===== config.mk =====
export PLATFORM = sky130hd
export DESIGN_NAME = pipeline_run_ctrl
export DESIGN_NICKNAME = d
export VERILOG_FILES = /design/src/rtl/pipe_ctrl_pkg.sv /design/src/rtl/ctrl_down_counter.sv /design/src/rtl/pipeline_run_ctrl.sv
export SDC_FILE = /design/constraint.sdc
export NUM_CORES = 1
export LEC_CHECK = 0
export ABC_AREA = 1
export BUFFER_PORTS_ARGS = -buffer_cell sky130_fd_sc_hd__buf_2
export CORE_MARGIN = 1.5
export CORE_UTILIZATION = 35
export CTS_CLUSTER_SIZE = 16
export DETAILED_ROUTE_END_ITERATION = 8
export PLACE_DENSITY = 0.61
export SYNTH_ARGS = -nofsm -noshare
export SYNTH_HDL_FRONTEND = slang
export SYNTH_SLANG_ARGS = --single-unit

===== constraint.sdc =====
create_clock -name clk -period 4.3 [get_ports clk]
set_input_delay 0.43 -clock clk [delete_from_list [all_inputs] [get_ports clk]]
set_output_delay 0.43 -clock clk [all_outputs]
set_load 0.02 [all_outputs]

===== src/rtl/pipe_ctrl_pkg.sv =====
// Shared opcodes, state encodings and widths for the pipeline run/debug controller.
// Used by pipeline_run_ctrl and ctrl_down_counter.
package pipe_ctrl_pkg;

    localparam int PC_W  = 11;
    localparam int CNT_W = 16;

    localparam logic [CNT_W-1:0] CNT_ONE = 16'd1;

    localparam logic [2:0] OP_NOP      = 3'd0;
    localparam logic [2:0] OP_LOAD_I   = 3'd1;
    localparam logic [2:0] OP_LOAD_D   = 3'd2;
    localparam logic [2:0] OP_RUN      = 3'd3;
    localparam logic [2:0] OP_HALT     = 3'd4;
    localparam logic [2:0] OP_STEP     = 3'd5;
    localparam logic [2:0] OP_CORE_RST = 3'd6;
    localparam logic [2:0] OP_SET_BP   = 3'd7;

    typedef enum logic [2:0] {
        ST_HALT  = 3'd0,
        ST_WRITE = 3'd1,
        ST_RUN   = 3'd2,
        ST_STEP  = 3'd3,
        ST_RESET = 3'd4
    } ctrl_state_e;

    // A zero step count still advances the pipeline by one cycle.
    function automatic logic [CNT_W-1:0] step_count(input logic [CNT_W-1:0] raw);
        return (raw == '0) ? CNT_ONE : raw;
    endfunction

endpackage


===== src/rtl/ctrl_down_counter.sv =====
// Loadable 16-bit down counter with zero flag; times both single/multi-step runs
// and the core reset pulse. Saturates at zero.
module ctrl_down_counter
    import pipe_ctrl_pkg::*;
(
    input  logic             clk,
    input  logic             rst,
    input  logic             load_i,
    input  logic [CNT_W-1:0] load_val_i,
    input  logic             dec_i,
    output logic [CNT_W-1:0] count_o,
    output logic             zero_o
);

    logic [CNT_W-1:0] count_q;
    logic [CNT_W-1:0] count_d;

    always_comb begin
        count_d = count_q;
        if (load_i) begin
            count_d = load_val_i;
        end else if (dec_i && (count_q != '0)) begin
            count_d = count_q - CNT_ONE;
        end
    end

    always_ff @(posedge clk) begin
        if (rst) begin
            count_q <= '0;
        end else begin
            count_q <= count_d;
        end
    end

    assign count_o = count_q;
    assign zero_o  = (count_q == '0);

endmodule


===== src/rtl/pipeline_run_ctrl.sv =====
// Host run/debug controller for the 5-stage pipeline: LOAD, RUN, HALT, STEP, CORE_RST.
// Define PIPE_BREAKPOINT_EN to add a single PC breakpoint and the bp_hit output.
//
// state    | meaning
// HALT     | pipeline frozen, loader owns memories, commands accepted
// WRITE    | one-cycle loader write strobe to Icache or Dmem
// RUN      | pipeline free-running until HALT (or breakpoint)
// STEP     | pipeline enabled for a counted number of cycles
// RESET    | core_rst held for RST_CYCLES cycles
module pipeline_run_ctrl
    import pipe_ctrl_pkg::*;
#(
    parameter int IMEM_AW    = 9,
    parameter int DMEM_AW    = 8,
    parameter int DW         = 32,
    parameter int RST_CYCLES = 2
) (
    input  logic               clk,
    input  logic               rst,
    input  logic               cmd_valid,
    output logic               cmd_ready,
    input  logic [2:0]         cmd_op,
    input  logic [PC_W-1:0]    cmd_addr,
    input  logic [DW-1:0]      cmd_data,
    input  logic [PC_W-1:0]    pc_if,
    output logic               pipe_en,
    output logic               core_rst,
    output logic               mem_sel,
    output logic               imem_we,
    output logic [IMEM_AW-1:0] imem_addr,
    output logic               dmem_we,
    output logic [DMEM_AW-1:0] dmem_addr,
    output logic [DW-1:0]      mem_din,
    output logic [2:0]         state_out,
`ifdef PIPE_BREAKPOINT_EN
    output logic               bp_hit,
`endif
    output logic [31:0]        cycle_cnt,
    output logic               err
);

    ctrl_state_e        state_q;
    logic               cmd_ready_q;
    logic               pipe_en_q;
    logic               core_rst_q;
    logic               mem_sel_q;
    logic               imem_we_q;
    logic               dmem_we_q;
    logic [IMEM_AW-1:0] imem_addr_q;
    logic [DMEM_AW-1:0] dmem_addr_q;
    logic [DW-1:0]      mem_din_q;
    logic [31:0]        cycle_cnt_q;
    logic               err_q;

    logic               cmd_acc;
    logic               bp_match;
    logic               cnt_load;
    logic [CNT_W-1:0]   cnt_val;
    logic               cnt_dec;
    logic [CNT_W-1:0]   cnt_count;
    logic               cnt_zero;
    logic               cnt_last;

    assign cmd_acc  = cmd_valid && cmd_ready_q;
    assign cnt_last = (cnt_count == CNT_ONE);

`ifdef PIPE_BREAKPOINT_EN
    logic [PC_W-1:0] bp_addr_q;
    logic            bp_valid_q;
    logic            bp_hit_q;
    logic            unused_addr_bits;

    // Only a live fetch from the breakpoint address stops the core.
    assign bp_match = pipe_en_q && bp_valid_q && (pc_if == bp_addr_q)
                      && ((state_q == ST_RUN) || (state_q == ST_STEP));
    assign bp_hit   = bp_hit_q;
    assign unused_addr_bits = ^cmd_addr[1:0];
`else
    logic unused_addr_bits;

    assign bp_match = 1'b0;
    assign unused_addr_bits = ^{cmd_addr[1:0], pc_if};
`endif

    always_comb begin
        cnt_load = 1'b0;
        cnt_val  = '0;
        cnt_dec  = 1'b0;
        case (state_q)
            ST_HALT: begin
                if (cmd_acc && (cmd_op == OP_STEP)) begin
                    cnt_load = 1'b1;
                    cnt_val  = step_count(cmd_data[CNT_W-1:0]);
                end else if (cmd_acc && (cmd_op == OP_CORE_RST)) begin
                    cnt_load = 1'b1;
                    cnt_val  = CNT_W'(RST_CYCLES);
                end
            end
            ST_STEP: begin
                if (bp_match) begin
                    cnt_load = 1'b1;
                end else begin
                    cnt_dec = 1'b1;
                end
            end
            ST_RESET: cnt_dec = 1'b1;
            default: ;
        endcase
    end

    ctrl_down_counter u_step_cnt (
        .clk        (clk),
        .rst        (rst),
        .load_i     (cnt_load),
        .load_val_i (cnt_val),
        .dec_i      (cnt_dec),
        .count_o    (cnt_count),
        .zero_o     (cnt_zero)
    );

    always_ff @(posedge clk) begin
        if (rst) begin
            state_q     <= ST_HALT;
            cmd_ready_q <= 1'b1;
            pipe_en_q   <= 1'b0;
            core_rst_q  <= 1'b0;
            mem_sel_q   <= 1'b1;
            imem_we_q   <= 1'b0;
            dmem_we_q   <= 1'b0;
            imem_addr_q <= '0;
            dmem_addr_q <= '0;
            mem_din_q   <= '0;
            cycle_cnt_q <= '0;
            err_q       <= 1'b0;
`ifdef PIPE_BREAKPOINT_EN
            bp_addr_q   <= '0;
            bp_valid_q  <= 1'b0;
            bp_hit_q    <= 1'b0;
`endif
        end else begin
            imem_we_q <= 1'b0;
            dmem_we_q <= 1'b0;
`ifdef PIPE_BREAKPOINT_EN
            bp_hit_q  <= 1'b0;
`endif
            if (pipe_en_q) begin
                cycle_cnt_q <= cycle_cnt_q + 32'd1;
            end

            case (state_q)
                ST_HALT: begin
                    if (cmd_acc) begin
                        case (cmd_op)
                            OP_LOAD_I: begin
                                state_q     <= ST_WRITE;
                                cmd_ready_q <= 1'b0;
                                imem_we_q   <= 1'b1;
                                imem_addr_q <= cmd_addr[IMEM_AW+1:2];
                                mem_din_q   <= cmd_data;
                            end
                            OP_LOAD_D: begin
                                state_q     <= ST_WRITE;
                                cmd_ready_q <= 1'b0;
                                dmem_we_q   <= 1'b1;
                                dmem_addr_q <= cmd_addr[DMEM_AW+1:2];
                                mem_din_q   <= cmd_data;
                            end
                            OP_RUN: begin
                                state_q   <= ST_RUN;
                                pipe_en_q <= 1'b1;
                                mem_sel_q <= 1'b0;
                            end
                            OP_STEP: begin
                                state_q     <= ST_STEP;
                                cmd_ready_q <= 1'b0;
                                pipe_en_q   <= 1'b1;
                                mem_sel_q   <= 1'b0;
                            end
                            OP_CORE_RST: begin
                                state_q     <= ST_RESET;
                                cmd_ready_q <= 1'b0;
                                core_rst_q  <= 1'b1;
                                cycle_cnt_q <= '0;
                            end
                            OP_SET_BP: begin
`ifdef PIPE_BREAKPOINT_EN
                                bp_addr_q  <= cmd_addr;
                                bp_valid_q <= cmd_data[0];
`else
                                err_q <= 1'b1;
`endif
                            end
                            default: ;
                        endcase
                    end
                end

                ST_WRITE: begin
                    state_q     <= ST_HALT;
                    cmd_ready_q <= 1'b1;
                end

                ST_RUN: begin
                    // Commands are still accepted here; anything but HALT/NOP is dropped.
                    if (cmd_acc && (cmd_op != OP_NOP) && (cmd_op != OP_HALT)) begin
                        err_q <= 1'b1;
                    end
                    if (bp_match || (cmd_acc && (cmd_op == OP_HALT))) begin
                        state_q   <= ST_HALT;
                        pipe_en_q <= 1'b0;
                        mem_sel_q <= 1'b1;
                    end
`ifdef PIPE_BREAKPOINT_EN
                    if (bp_match) begin
                        bp_hit_q <= 1'b1;
                    end
`endif
                end

                ST_STEP: begin
                    if (bp_match || cnt_last || cnt_zero) begin
                        state_q     <= ST_HALT;
                        cmd_ready_q <= 1'b1;
                        pipe_en_q   <= 1'b0;
                        mem_sel_q   <= 1'b1;
                    end
`ifdef PIPE_BREAKPOINT_EN
                    if (bp_match) begin
                        bp_hit_q <= 1'b1;
                    end
`endif
                end

                ST_RESET: begin
                    if (cnt_last || cnt_zero) begin
                        state_q     <= ST_HALT;
                        cmd_ready_q <= 1'b1;
                        core_rst_q  <= 1'b0;
                    end
                end

                default: begin
                    state_q     <= ST_HALT;
                    cmd_ready_q <= 1'b1;
                    pipe_en_q   <= 1'b0;
                    core_rst_q  <= 1'b0;
                    mem_sel_q   <= 1'b1;
                end
            endcase
        end
    end

    assign cmd_ready = cmd_ready_q;
    assign pipe_en   = pipe_en_q;
    assign core_rst  = core_rst_q;
    assign mem_sel   = mem_sel_q;
    assign imem_we   = imem_we_q;
    assign imem_addr = imem_addr_q;
    assign dmem_we   = dmem_we_q;
    assign dmem_addr = dmem_addr_q;
    assign mem_din   = mem_din_q;
    assign state_out = state_q;
    assign cycle_cnt = cycle_cnt_q;
    assign err       = err_q;

endmodule


[Word level (Yosys, flattened, before mapping)]
Index checks and enable logic that the tools add are counted.
Operators by class
  equal/unequal tests: 24
  $add $sub $neg: 2
  multiplexer cells: 41
  bitwise logic cells: 5
  reduce and logical (&&, ||, !) cells: 30
Operator list (count)
  2-to-1 mux 32 bit: 4
  2-to-1 mux 16 bit: 5
  adder 32 x 1 -> 32 bit (second input constant): 1
  zero test 16 bit: 2
  2-to-1 mux 1 bit: 21
  == test 16 x 1 -> 1 bit (second input constant): 1
  inequality test 2 bit (second input constant): 8
  AND reduction 4 bit: 4
  nonzero test 16 bit: 1
  subtractor 16 x 1 -> 16 bit (second input constant): 1
  == test 3 bit (second input constant): 5
  == test 3 x 2 -> 1 bit (second input constant): 4
  one-hot mux 3 bit (4 select lines): 1
  2-to-1 mux 3 bit: 3
  one-hot mux 3 bit (3 select lines): 1
  AND reduction 3 bit: 3
  one-hot mux 1 bit (4 select lines): 2
  OR reduction 2 bit: 4
  logical AND 1 bit: 7
  == test 3 x 1 -> 1 bit (second input constant): 2
  one-hot mux 1 bit (3 select lines): 2
  OR reduction 3 bit: 2
  inequality test 5 x 4 -> 1 bit (second input constant): 1
  inverter 1 bit: 5
  10 further kinds: 12
Word-level totals
  output and inout port bits: 91
  register bits after elaboration: 107
  input bits: 60

[Depth between registers and ports, before layout]
Gate-level depths: netlist (run 1).
  depth in word-level cells: 6
  depth in mapped cells: 11
  depth with buffers taken out: 10

[Modules after synthesis]
Synthesis (run 1) repeated with hierarchy kept, for this count alone.
Second synthesis, totals
  cells, all modules: 817
  area total of the unflattened synthesis: 5360.1 sq um
Modules (own cells, without submodules)
  pipeline_run_ctrl: cells each 605, instances 1, seq. area each 1821.7 sq um, area an instance 4165.2 sq um
  ctrl_down_counter: cells each 212, instances 1, seq. area each 320.3 sq um, area an instance 1194.9 sq um

[Least setup slack after synthesis (run 1)]
OpenSTA, ideal clock, no wires.
  kind: reg-to-reg
  start point: register cycle_cnt_q[0] (netlist: cycle_cnt[0])
  end point: register cycle_cnt_q[26] (netlist: cycle_cnt[26])
  clock period less this slack: 1.749 ns
  path slack: 2.551 ns
  path buffers: 0
  cell stages (with the launch flop): 9
  arrival: 1.633 ns
  cell sequence: dfxtp_1 ha_1 nand3_1 nor2_2 nand3_2 nor2_1 nand3_1 o21ai_0 nor2_1
On the way
  word-level cells in the longest chain between the ends: 5
RTL lines
  from (decl): line pipeline_run_ctrl.sv:52  | logic [31:0] cycle_cnt_q;
  from (signal assigned): line pipeline_run_ctrl.sv:147  | cycle_cnt_q <= cycle_cnt_q + 32'd1;
  adder 32 x 1 -> 32 bit (*): line pipeline_run_ctrl.sv:147
  2-to-1 mux 32 bit (*): line pipeline_run_ctrl.sv:146  | if (pipe_en_q) begin
  2-to-1 mux 32 bit: line pipeline_run_ctrl.sv:153  | case (cmd_op)
  2-to-1 mux 32 bit: line pipeline_run_ctrl.sv:152  | if (cmd_acc) begin
  2-to-1 mux 32 bit (*): line pipeline_run_ctrl.sv:150  | case (state_q)
Every way passes the cells marked *; elsewhere a longest branch is shown, timed or not.
A chain may end at the register's enable or synchronous reset.

[Worst setup path in the final report (run 1)]
  start point: register state_q[0] (netlist: state_out[0])
  end point: register cycle_cnt_q[26] (netlist: cycle_cnt[26])
On the way
  word-level cells in the longest chain between the ends: 2
RTL lines
  from (decl): line pipeline_run_ctrl.sv:42  | ctrl_state_e state_q;
  from (signal assigned): line pipeline_run_ctrl.sv:123  | state_q <= ST_HALT;
  from (signal assigned): line pipeline_run_ctrl.sv:155  | state_q <= ST_WRITE;
  from (signal assigned): line pipeline_run_ctrl.sv:162  | state_q <= ST_WRITE;
  zero test 3 bit: line pipeline_run_ctrl.sv:150
  2-to-1 mux 32 bit: line pipeline_run_ctrl.sv:150
Every way passes these cells.

==> flow_summary.toml, run 1 <==
[placement]
io_buffer_count = 137
place_area_sq_mm = 0.006043
gp_congestion = 0.8339
hpwlAfterDp_mm = 9.574
place_ws_ps = 2122

[route]
viasPerCell = 4.724
wl_per_cell_um = 12.03
drc = 0
ant_nets = 0
drtIter0Drc = 266
drtPass1Iterations = 4
routed_wirelength_mm = 13.10
via_count = 5144

[die]
start_util = 0.3599
die_area_sq_mm = 0.01574
num_io_pins = 151
rows = 44
die_x_um = 125.5
die_h_um = 125.5
core_sq_mm = 0.01459

[logic_synthesis]
synth_edf_count = 0
synthDistinctLibCells = 33
ys.flop_type = "dfxtp_1"
synth_area_leader_cell = "dfxtp_1"
ys_ff_latch = 107
synth_top_area_share = 0.4080
syn_avg_cell_area_sq_um = 6.774
netlist_instances = 775
synth.net_count = 839
yosysWarningCount = 0
async_flop_share = 0
synth_area_leaders = "dfxtp_1, nor2_1, nand2_1"
ys_seq_area_frac = 0.4080
synth_area_sq_mm = 0.005250

[power_and_ir_drop]
cellLeakagePower_nw = 2.989
p_per_area_mw_per_mm2 = 529.6
ir_drop_uv = 228.2
fin_total_pwr_mw = 3.363

[sta]
period_minus_slack_ps = 1973
final_max_slew_viol_count = 0
worst_slew_pin_slew_ps = 544.5
tns_ps = 0
final_hold_viol_count = 0
setup_violations = 0
post-route-period-util = 0.4589
fmax_mhz = 506.7
grt_setup_unrepaired = "no"
clock_skew_ps = 8.828
worst_slack_ps = 2327
timing.slew.headroom = 0.6357

[clock_network]
cts_resized = 0
clockRootBuffer = "clkbuf_16"
cts_tree = "done"
h-tree-depth = 3
holdBufCountCts = 0
cts_buffer_depth = 2
clock_latency_ps = 360
cts_buffers = 9
cts.sink_count = 107
clk_pin_slew_ps = 80
post_cts_buffers = 0

[critical_path]
r2r-start = "state_out[0]"
worstSetupEndpointType = "flop"
worstRegToRegCells = 8
crit_type = "reg -> reg"
r2r_slack_ps = 2330
rr_endpoint = "cycle_cnt[26]"
max_stage_delay_ps = 440
cp_cell_sequence = "nor2_4 > nand2_4 > nor2_8 > nand2_1 > nand2_2 > inv_1 > o21ai_0 > nor2_1"
arrival_ps = 2220
start_kind = "flop"
crit_required_ps = 4550
worst_path_max_delay_cell = "nand2_2"
crit_fanout = 27

[grt]
antenna_found_initial = 0
grt_max_degree = 53
track_usage = 0.1700
grt_first_pass_wirelength_mm = 22.24
grt_pass1_vias = 4638
grt_overflow = 0

[outcome]
run_status = "complete, no violations"

[min_path]
hold-path-endpoint = "mem_din[17]"
min_from = "cmd_data[17]"
whs_path_depth = 3
hold_path.class = "in -> reg"

[cells_and_area]
layout_commonest_cell = "nor2_1"
diodes = 0
stdcell_area_sq_mm = 0.006350
multiInputGateArea_sq_mm = 0.002670
synthToLayoutAreaGrowth_pct = 20.95
regArea_sq_mm = 0.002142
final_cell_mix = "nor2_1, nand2_1, buf_2, dfxtp_1, inv_1"
drive_above_1_share = 0.1934
fin_nets = 964
fillers = 1528

[run]
drv_cap = 0
per-layer routing:
metal,global-route usage,up-vias,wire [um]
met1,0.2312,2245,6465
met2,0.2612,144,5600
met4,0.06283,0,206
met3,0.04151,12,830
li1,-,2743,-
met5,0,-,0
stage by stage:
step,std cells,utilization,hold WS [ps]
after floorplan,775,-,457.0
after global routing,1089,0.4352,300.6
final,1089,0.4352,309.0
after CTS,1089,0.4352,293.6
after global placement,1073,0.4142,437.7
after detailed placement,1073,0.4142,441.9
cell usage after synthesis, types with 2 or more instances:
cell and number:
nor2_1 150, xor2_1 14, nand3_1 55, buf_6 3, buf_4 2, inv_1 77, or2_2 2, o21ai_0 62
ha_1 4, a31oi_1 2, dfxtp_1 107, clkbuf_1 11, nand3b_1 4, nor2_2 5, nand2_4 4, buf_2 8
a21oi_1 59, o21ai_1 4, nor3_1 12, clkinv_1 2, nand2_2 3, nand2_1 149, xnor2_1 9, inv_2 3
nand4_1 16
critical path: cells and delay by family, from the launching register on:
| kind | cells | cell delay, ps |
|---|---|---|
| simple gates | 6 | 1070 |
| flops | 1 | 410 |
| buf+inv | 1 | 250 |
| compound gates | 1 | 130 |
where the power goes:
part	leakage [nW]	internal, mW	switching (mW)	total [mW]
sequential	0.867	1.11	0.116	1.23
combinational	1.97	0.456	0.829	1.29
clock	0.150	0.417	0.432	0.849
total	2.99	1.99	1.38	3.36
state kept, by name, summed over array words and instances, names as in the netlist:
| name | count |
|---|---|
| core_rst | 1 |
| dmem_we | 1 |
| cmd_ready | 1 |
| imem_addr | 9 |
| cycle_cnt | 32 |
| dmem_addr | 8 |
| mem_sel | 1 |
| u_step_cnt.count_o | 16 |
| pipe_en | 1 |
| mem_din | 32 |
| imem_we | 1 |
| state_out | 3 |
| err | 1 |
logic make-up after synthesis:
logic type | count (synthesis) | share of synthesized area
adder cells (fa/ha/maj) | 4 | 0.009533
XOR/XNOR | 23 | 0.03837
flip-flops | 107 | 0.4080
buffers and inverters | 106 | 0.08341
AO/OA/AOI/OAI | 129 | 0.1261
AND/OR/NAND/NOR | 406 | 0.3346
area by class of cell:
type                            instances  share of cell area
Inverter                               82             0.04847
Clock buffer                            9             0.03547
Timing Repair Buffer                  138              0.1092
Multi-Input combinational cell        562              0.4205
Tap cell                              184             0.03626
Sequential cell                       107              0.3373
Clock inverter                          7             0.01281
how the worst max path moves through the flow:
stage                             from            end  slack (ps)  cells past startpoint
after floorplan           cycle_cnt[0]  cycle_cnt[26]        2550                      8
after global placement       cmd_op[0]  cycle_cnt[26]        2130                      9
after detailed placement     cmd_op[0]  cycle_cnt[26]        2120                      9
after CTS                 state_out[0]  cycle_cnt[26]        2260                      8
after global routing      state_out[0]  cycle_cnt[26]        2090                      8
final                     state_out[0]  cycle_cnt[26]        2330                      8
Power figures use the tool's default switching activity.
==> inputs of run 2 (changes only) <==
- clock period: 4.3 -> 2 ns (I/O delays scaled with it)
==> run 2 against run 1 <==
Against the previous run: combinational power grew 130%; non-clock buffer count up 18; clock-buffer cell count unchanged; largest cell class unchanged; largest power group unchanged; highest routed layer unchanged.
==> flow_summary.toml, run 2 (same netlist as run 1, synthesis figures left out) <==
[route]
wl_per_cell_um = 12.12
ant_nets = 0
via_count = 5197
drtIter0Drc = 275
drtPass1Iterations = 4
routed_wirelength_mm = 13.42
viasPerCell = 4.695
drc = 0

[critical_path]
crit_fanout = 5
worst_path_max_delay_cell = "dfxtp_1"
start_kind = "flop"
worstSetupEndpointType = "flop"
cp_cell_sequence = "ha_1 > nand3_1 > nor2_2 > nand3_2 > nor2_1 > nand3_1 > o21ai_0 > nor2_1"
crit_buf_inv = 0
arrival_ps = 2030
max_stage_delay_ps = 430
crit_required_ps = 2250
crit_type = "reg -> reg"
cpLargestDelayFamily = "simple AND/OR/NAND/NOR gates"

[sta]
tns_ps = 0
grt_setup_unrepaired = "no"
timing.slew.headroom = 0.6795
period_minus_slack_ps = 1774
post-route-period-util = 0.8868
final_max_slew_viol_count = 0
worst_hold_slack_ps = 76.07
final_hold_viol_count = 0
clock_skew_ps = 12.18
setup_violations = 0
fmax_mhz = 563.8
worst_slew_pin_slew_ps = 479.0

[placement]
gp_congestion = 0.8464
hpwlAfterDp_mm = 9.952
io_buffer_count = 137
place_area_sq_mm = 0.006191
place_inst = 1091

[clock_network]
cts_buffer_depth = 2
cts_buffers = 9
clk_pin_slew_ps = 90
holdBufCountCts = 0
h-tree-depth = 3
cts_tree = "done"
post_cts_buffers = 0
clockRootBuffer = "clkbuf_16"
clock_latency_ps = 360
cts_resized = 0
cts.sink_count = 107

[cells_and_area]
fin_nets = 982
diodes = 0
layout_commonest_cell = "nor2_1"
fin_cells = 1107
fillers = 1571
synthToLayoutAreaGrowth_pct = 23.52
drive_above_1_share = 0.2091
stdcell_area_sq_mm = 0.006485
final_cell_mix = "nor2_1, nand2_1, buf_2, dfxtp_1, inv_1"

[die]
die_area_sq_mm = 0.01574
die_x_um = 125.5
core_sq_mm = 0.01459
die_h_um = 125.5
start_util = 0.3599
rows = 44
num_io_pins = 151

[run]
drv_cap = 0

[min_path]
hold_path.class = "in -> reg"

[power_and_ir_drop]
cellLeakagePower_nw = 3.068
p_per_area_mw_per_mm2 = 1128
ir_drop_uv = 516.4
fin_total_pwr_mw = 7.316

[grt]
antenna_found_initial = 0
grt_pass1_vias = 4997
grt_first_pass_wirelength_mm = 23.32
grt_overflow = 0
track_usage = 0.1766
grt_max_degree = 49

[outcome]
run_status = "complete, no violations"
==> run 2: final timing paths <==
kind,startpoint,to,slack [ps],depth (start not counted)
max,cycle_cnt[0],cycle_cnt[26],230,8
min reg2reg,err,err,450,2
max reg2reg,cycle_cnt[0],cycle_cnt[26],230,8
min,cmd_data[25],mem_din[25],80,3
==> run 2: cell type report <==
| class | count | area [sq um] | area share |
|---|---|---|---|
| flip-flops and latches | 107 | 2142 | 0.3303 |
| clock buffers | 9 | 225.2 | 0.03473 |
| well taps | 184 | 230.2 | 0.03550 |
| clock inverters | 7 | 68.82 | 0.01061 |
| multi-input cells | 562 | 2670 | 0.4117 |
| inverters | 82 | 307.8 | 0.04746 |
| repair buffers | 156 | 840.8 | 0.1297 |
==> run 2: per-layer routing <==
layer  track usage  wire length, um
met5             0                0
met4       0.06417              224
met3       0.03937              812
met2        0.2724             5763
met1        0.2419             6618
==> run 2: through the flow <==
stage | utilization | setup WS, ps
detailed placement | 0.4244 | 236.3
finish | 0.4445 | 226.4
CTS | 0.4445 | 228.5
floorplan | - | 251.0
global placement | 0.4244 | 270.7
global route | 0.4445 | 37.93
==> run 2: worst reg2reg max path: stages, from the launching register on <==
cell and delay, ps:
dfxtp_1 430, ha_1 220, nand3_1 110, nor2_2 170, nand3_2 120, nor2_1 260, nand3_1 140, o21ai_0 170
nor2_1 50
==> run 2: power breakdown <==
| part | total (mW) | internal [mW] | switching [mW] |
|---|---|---|---|
| Sequential | 2.63 | 2.39 | 0.237 |
| Clock | 1.78 | 0.877 | 0.905 |
| Combinational | 2.91 | 1.08 | 1.83 |
| Total | 7.32 | 4.35 | 2.97 |
